**src/rtl/serial_add_arbiter.sv**
```systemverilog
// Two-requester round-robin arbiter in front of a bit-serial adder.
// The adder uses one full-adder cell and a carry flop, LSB first.
module serial_add_arbiter #(
    parameter int WIDTH = 8
) (
    input  logic             clk,
    input  logic             rst,
    input  logic             req0,
    input  logic             req1,
    input  logic [WIDTH-1:0] a0,
    input  logic [WIDTH-1:0] b0,
    input  logic [WIDTH-1:0] a1,
    input  logic [WIDTH-1:0] b1,
    input  logic             cin0,
    input  logic             cin1,
    output logic             gnt0,
    output logic             gnt1,
    output logic             busy,
    output logic             done,
    output logic             done_id,
    output logic [WIDTH-1:0] sum,
    output logic             cout
);

    localparam int CW = (WIDTH > 1) ? $clog2(WIDTH) : 1;

    typedef enum logic [1:0] {
        IDLE = 2'd0,
        ADD  = 2'd1,
        DONE = 2'd2
    } state_t;

    state_t           state_r;
    state_t           state_nxt_s;
    logic             prio_r;
    logic [WIDTH-1:0] opa_r;
    logic [WIDTH-1:0] opb_r;
    logic [WIDTH-1:0] res_r;
    logic [WIDTH-1:0] sum_r;
    logic [WIDTH-1:0] res_nxt_s;
    logic             carry_r;
    logic             cout_r;
    logic             id_r;
    logic             done_id_r;
    logic [CW-1:0]    cnt_r;
    logic             win1_s;
    logic             last_s;
    logic             fa_sum_s;
    logic             fa_cout_s;

    // {carry, sum} of a single full-adder cell
    function automatic logic [1:0] full_add(input logic a, input logic b, input logic c);
        return {(a & b) | (a & c) | (b & c), a ^ b ^ c};
    endfunction

    // Arbitration, grant strobes, serial add cell and next-state decode
    always_comb begin
        state_nxt_s            = state_r;
        gnt0                   = 1'b0;
        gnt1                   = 1'b0;
        win1_s                 = req1 & (~req0 | prio_r);
        {fa_cout_s, fa_sum_s}  = full_add(opa_r[0], opb_r[0], carry_r);
        res_nxt_s              = WIDTH'({fa_sum_s, res_r} >> 1);
        last_s                 = (cnt_r == CW'(WIDTH - 1));
        case (state_r)
            IDLE: begin
                // Grants are suppressed while reset is asserted so no job starts on a reset edge.
                if (!rst && (req0 || req1)) begin
                    gnt0        = ~win1_s;
                    gnt1        = win1_s;
                    state_nxt_s = ADD;
                end else begin
                    state_nxt_s = IDLE;
                end
            end
            ADD: begin
                if (last_s) begin
                    state_nxt_s = DONE;
                end else begin
                    state_nxt_s = ADD;
                end
            end
            DONE:    state_nxt_s = IDLE;
            default: state_nxt_s = IDLE;
        endcase
    end

    // State register
    always_ff @(posedge clk) begin
        if (rst) begin
            state_r <= IDLE;
        end else begin
            state_r <= state_nxt_s;
        end
    end

    // Operand capture, serial datapath and held result registers
    always_ff @(posedge clk) begin
        if (rst) begin
            prio_r    <= 1'b0;
            opa_r     <= '0;
            opb_r     <= '0;
            res_r     <= '0;
            sum_r     <= '0;
            carry_r   <= 1'b0;
            cout_r    <= 1'b0;
            id_r      <= 1'b0;
            done_id_r <= 1'b0;
            cnt_r     <= '0;
        end else begin
            case (state_r)
                IDLE: begin
                    if (gnt0 || gnt1) begin
                        opa_r   <= win1_s ? a1 : a0;
                        opb_r   <= win1_s ? b1 : b0;
                        carry_r <= win1_s ? cin1 : cin0;
                        id_r    <= win1_s;
                        prio_r  <= ~win1_s;
                        cnt_r   <= '0;
                    end
                end
                ADD: begin
                    opa_r   <= opa_r >> 1;
                    opb_r   <= opb_r >> 1;
                    res_r   <= res_nxt_s;
                    carry_r <= fa_cout_s;
                    cnt_r   <= cnt_r + CW'(1);
                    // Publish on entry to DONE so the result is visible during the done strobe.
                    if (last_s) begin
                        sum_r     <= res_nxt_s;
                        cout_r    <= fa_cout_s;
                        done_id_r <= id_r;
                    end
                end
                default: begin
                end
            endcase
        end
    end

    assign busy    = (state_r != IDLE);
    assign done    = (state_r == DONE);
    assign sum     = sum_r;
    assign cout    = cout_r;
    assign done_id = done_id_r;

endmodule
```
**config.mk**
```make
export PLATFORM = sky130hd
export DESIGN_NAME = serial_add_arbiter
export DESIGN_NICKNAME = d
export VERILOG_FILES = /design/src/rtl/serial_add_arbiter.sv
export SDC_FILE = /design/constraint.sdc
export NUM_CORES = 1
export LEC_CHECK = 0
export BUFFER_PORTS_ARGS = -buffer_cell sky130_fd_sc_hd__buf_2
export CAP_MARGIN = 20
export CORE_ASPECT_RATIO = 1.75
export CORE_UTILIZATION = 52
export CTS_BUF_LIST = sky130_fd_sc_hd__clkbuf_4 sky130_fd_sc_hd__clkbuf_8
export DETAILED_ROUTE_END_ITERATION = 6
export PLACE_DENSITY = 0.93
export SKIP_LAST_GASP = 1
export SYNTH_ARGS = -nofsm -noshare
export SYNTH_HDL_FRONTEND = slang
export SYNTH_SLANG_ARGS = --single-unit
export TNS_END_PERCENT = 20
```
**constraint.sdc**
```tcl
create_clock -name clk -period 1.6 [get_ports clk]
set_input_delay 0.24 -clock clk [delete_from_list [all_inputs] [get_ports clk]]
set_output_delay 0.24 -clock clk [all_outputs]
set_load 0.005 [all_outputs]
```
==> summary.md <==
| Metric | Value |
|---|---|
| P&R area growth vs syn | `26.0%` |
| RR Startpoint | `state_r[1]$_SDFF_PP0_` |
| P_int | `1.64 mW` |
| Synth Area in Adders | `0.0263` |
| Drt pass-1 iters | `5` |
| Share of cells above drive strength 1 | `0.323` |
| Critical Path End | `gnt0` |
| Core Area | `3140 µm²` |
| Via-to-Cell Ratio | `5.47` |
| CTS tree | `built` |
| Cell with the most instances after synthesis | `nand2_1` |
| WP data required | `1.36 ns` |
| Clock slew at reported path FFs | `0.08 ns` |
| Crit Path Max Fanout | `5` |
| Final nets | `291` |
| FF+latch count, synth | `41` |
| N_diodes | `0` |
| Layout Cells excl Fill | `294` |
| TritonCTS Sinks | `41` |
| Longest Clk Path Bufs | `2` |
| Fin util | `0.688` |
| Initial antenna violation count | `0` |
| Worst Setup Start Kind | `register` |
| Simple-gate portion of the synthesized area | `0.147` |
| Mux share of post-synthesis cell area | `0.0467` |
| Final Max Slew Viols | `0` |
| DR iter-0 viols | `78` |
| Post-Synthesis Cell Area | `1720 µm²` |
| ANT nets after route | `0` |
| Cts-stage hold buffer count | `0` |
| Static Leak | `0.965 nW` |
| Fin. Hold Viols | `0` |
| PortBufs | `51` |
| Netlist cell types | `28` |
| Area leader, netlist | `dfxtp_1` |
| Synth top cells by count | `42 x nand2_1, 41 x dfxtp_1, 19 x a21oi_1, 17 x nor2_1, 9 x a222oi_1` |
| Syn Inst Count | `192` |
| Synth top area cells | `dfxtp_1 48%, nand2_1 9.2%, a21oi_1 5.5%, a222oi_1 5.3%, mux2i_1 4.7%` |
| Sequential area share after synthesis | `0.478` |
| DIE WIDTH | `45.4 µm` |
| Synth Net Count | `233` |
| Final Cycle Share | `0.952` |
| Unrepaired setup endpoints after global routing | `false` |
| Largest net degree at the start of global routing | `19` |
| Critical Path Slowest Stage Cell | `dfxtp_2` |
| GRT Total Usage | `0.264` |
| # rows | `27` |
| Setup_tns | `0 ns` |
| Clock latency on the worst-skew pair | `0.30 ns` |
| Crit path from | `state_r[0]$_SDFF_PP0_` |
| Top cell type's share of synthesized area | `0.478` |
| Achievable frequency | `657 MHz` |
| Number of max-cap violations | `0` |
| Pwr Density | `1030 nW/µm²` |
| Placed cell count | `285` |
| Predominant post-synthesis flop cell | `dfxtp_1` |
| Worst r2r path cells | `7` |
| Async S/R FF share, synth | `0` |
| Switch Pwr | `582 µW` |
| Clock Skew | `0.00640 ns` |
| Clock power frac | `0.331` |
| Routability Congestion | `0.840` |
| Total wire length | `4060 µm` |
| CP max stage delay | `0.35 ns` |
| Initial core utilization | `0.546` |
| Crit path time final | `1.52 ns` |
| XOR/XNOR Fraction of Synth Area | `0` |
| Reg2Reg Capture Point | `opa_r[3]$_SDFFE_PP0P_` |
| Synthesized area per cell | `8.93 µm²` |
| Total power | `2.22 mW` |
| Worst EP arrival | `1.28 ns` |
| Register share of total power | `0.512` |
| R2r setup slk | `0.14 ns` |
| Place WS | `0.121 ns` |
| Vias in the first global route | `1,561` |
| Per-cell routed wire length | `13.8 µm` |
| Worst Tran Pin Value | `0.440 ns` |
| Critical path depth | `5` |
| HPWL after DPL | `2930 µm` |
| DIE AREA | `3540 µm²` |
| Logic gate share of total power | `0.157` |
| Worst Hold Class | `input port to register` |
| First-pass GRT wire length | `6820 µm` |
| Worst Path Buf+Inv | `3` |
| Slew margin rel. | `0.707` |
| Kind of critical path | `register to primary output` |
| Sw Share | `0.262` |
| Io pins | `52` |
| Compound-cell area share of the yosys netlist | `0.252` |
| Max rail drop VDD | `0.000871 V` |
| Via count | `1,607` |
| Endpoint class of the critical path | `primary output` |
| DRC | `0` |
| Total CTS buffers | `5` |
| Die H | `78.0 µm` |
| Gr ovfl total | `0` |
| H-tree depth | `2` |
| # setup viols final | `0` |
| Crit-path leading delay family | `flip-flops` |
| CP cell instances | `nor2_4, inv_2, a2111oi_4, buf_6, buf_2` |
| Final WS setup | `0.0773 ns` |
| Main combinational cell family by area after synthesis | `compound AO/OA/AOI/OAI gates` |
| YS warnings | `0` |
| Status | `complete, no violations` |
| CTS Root Cell | `clkbuf_8` |
| Number of flops mapped to enable cells by yosys | `0` |
-- registers in the layout, indices dropped and copies added, names as in the netlist --
register and cells:
carry_r 1, cnt_r 3, cout 1, done_id 1, id_r 1, opa_r 8, opb_r 8, prio_r 1
res_r 7, state_r 2, sum 8
-- power groups by stage --
| stage | logic (mW) | registers, mW | clock network, mW |
|---|---|---|---|
| 2_1_floorplan | 0.216 | 1.14 | 0 |
| 3_5_place_dp | 0.334 | 1.15 | 0 |
| 3_3_place_gp | 0.317 | 1.15 | 0 |
| 6_report | 0.347 | 1.14 | 0.734 |
| 5_1_grt | 0.381 | 1.14 | 0.796 |
| 4_1_cts | 0.342 | 1.13 | 0.755 |
-- routing by layer --
metal,vias to the layer above,part of all wire,track usage
li1,794,-,-
met1,733,0.37,0.267
met2,71,0.55,0.457
met3,9,0.057,0.0628
met4,0,0.027,0.158
met5,-,0,0
-- area by class of cell --
type / count / area [µm²]
clock buffers: 7 / 96.3
clock inverters: 1 / 5.00
fillers: 280 / 980
inverters: 4 / 15.0
multi-input cells: 135 / 820
flip-flops and latches: 41 / 823
well taps: 43 / 53.8
repair buffers: 63 / 349
-- metrics by stage --
step | hold slack (ns) | area (µm²)
floorplan | 0.349 | 1720
global placement | 0.438 | 2040
detailed placement | 0.441 | 2040
CTS | 0.134 | 2150
global route | 0.138 | 2160
finish | 0.142 | 2160
-- logic make-up (layout without fill, tap and decap cells) --
group | after synthesis | after routing
DFF | 41 | 41
and+or+nand+nor | 64 | 64
muxes | 8 | 8
buffers and inverters | 16 | 75
AOI/OAI and AO/OA | 60 | 60
adders and majority gates | 3 | 3
-- how the worst min path moves through the flow --
| stage | from | to | slack [ns] | cells past startpoint |
|---|---|---|---|---|
| floorplan | cin1 | carry_r$_SDFFE_PP0P_ | 0.35 | 2 |
| global placement | sum[6]$_SDFFE_PP0P_ | sum[6]$_SDFFE_PP0P_ | 0.44 | 2 |
| detailed placement | a1[5] | opa_r[5]$_SDFFE_PP0P_ | 0.44 | 3 |
| CTS | b1[6] | opb_r[6]$_SDFFE_PP0P_ | 0.13 | 3 |
| global route | b1[6] | opb_r[6]$_SDFFE_PP0P_ | 0.14 | 3 |
| finish | b1[6] | opb_r[6]$_SDFFE_PP0P_ | 0.14 | 3 |
-- layout by cell type (no fill, tap or decap) --
cell type and n:
nor2_4 1, dfxtp_1 39, ha_1 2, clkinv_2 1
nor2_2 1, dfxtp_2 2, a222oi_1 9, a22oi_1 2
o2111a_2 1, o21ai_0 8, inv_2 1, a211oi_1 7
nand2_1 42, buf_4 11, buf_2 51, a21oi_1 19
a2111oi_4 1, o21ai_4 1, nor2_1 16, nor2b_1 2
clkbuf_8 7, and2_1 1, nand2b_1 1, a21o_1 3
inv_1 3, o21bai_2 1, buf_6 1, mux2i_1 8
a21oi_2 1, fa_1 1, o221ai_1 2, o21ai_1 5
-- worst reg2reg max path, stage by stage (launching register included) --
cell and delay, ns:
dfxtp_2 0.40, nor2_4 0.05, inv_2 0.09, a2111oi_4 0.04
buf_6 0.14, buf_4 0.17, a222oi_1 0.37, o21ai_1 0.08
-- what timing repair did --
| action | in CTS | in global routing |
|---|---|---|
| hold endpoints to repair | 0 | 0 |
| cloned | 0 | 0 |
| resized for setup | 3 | 4 |
| pin swaps | 0 | 1 |
| setup buffers | 1 | 0 |
| setup endpoints to repair | 2 | 10 |
Note: power is estimated with default switching activity, not from simulation.
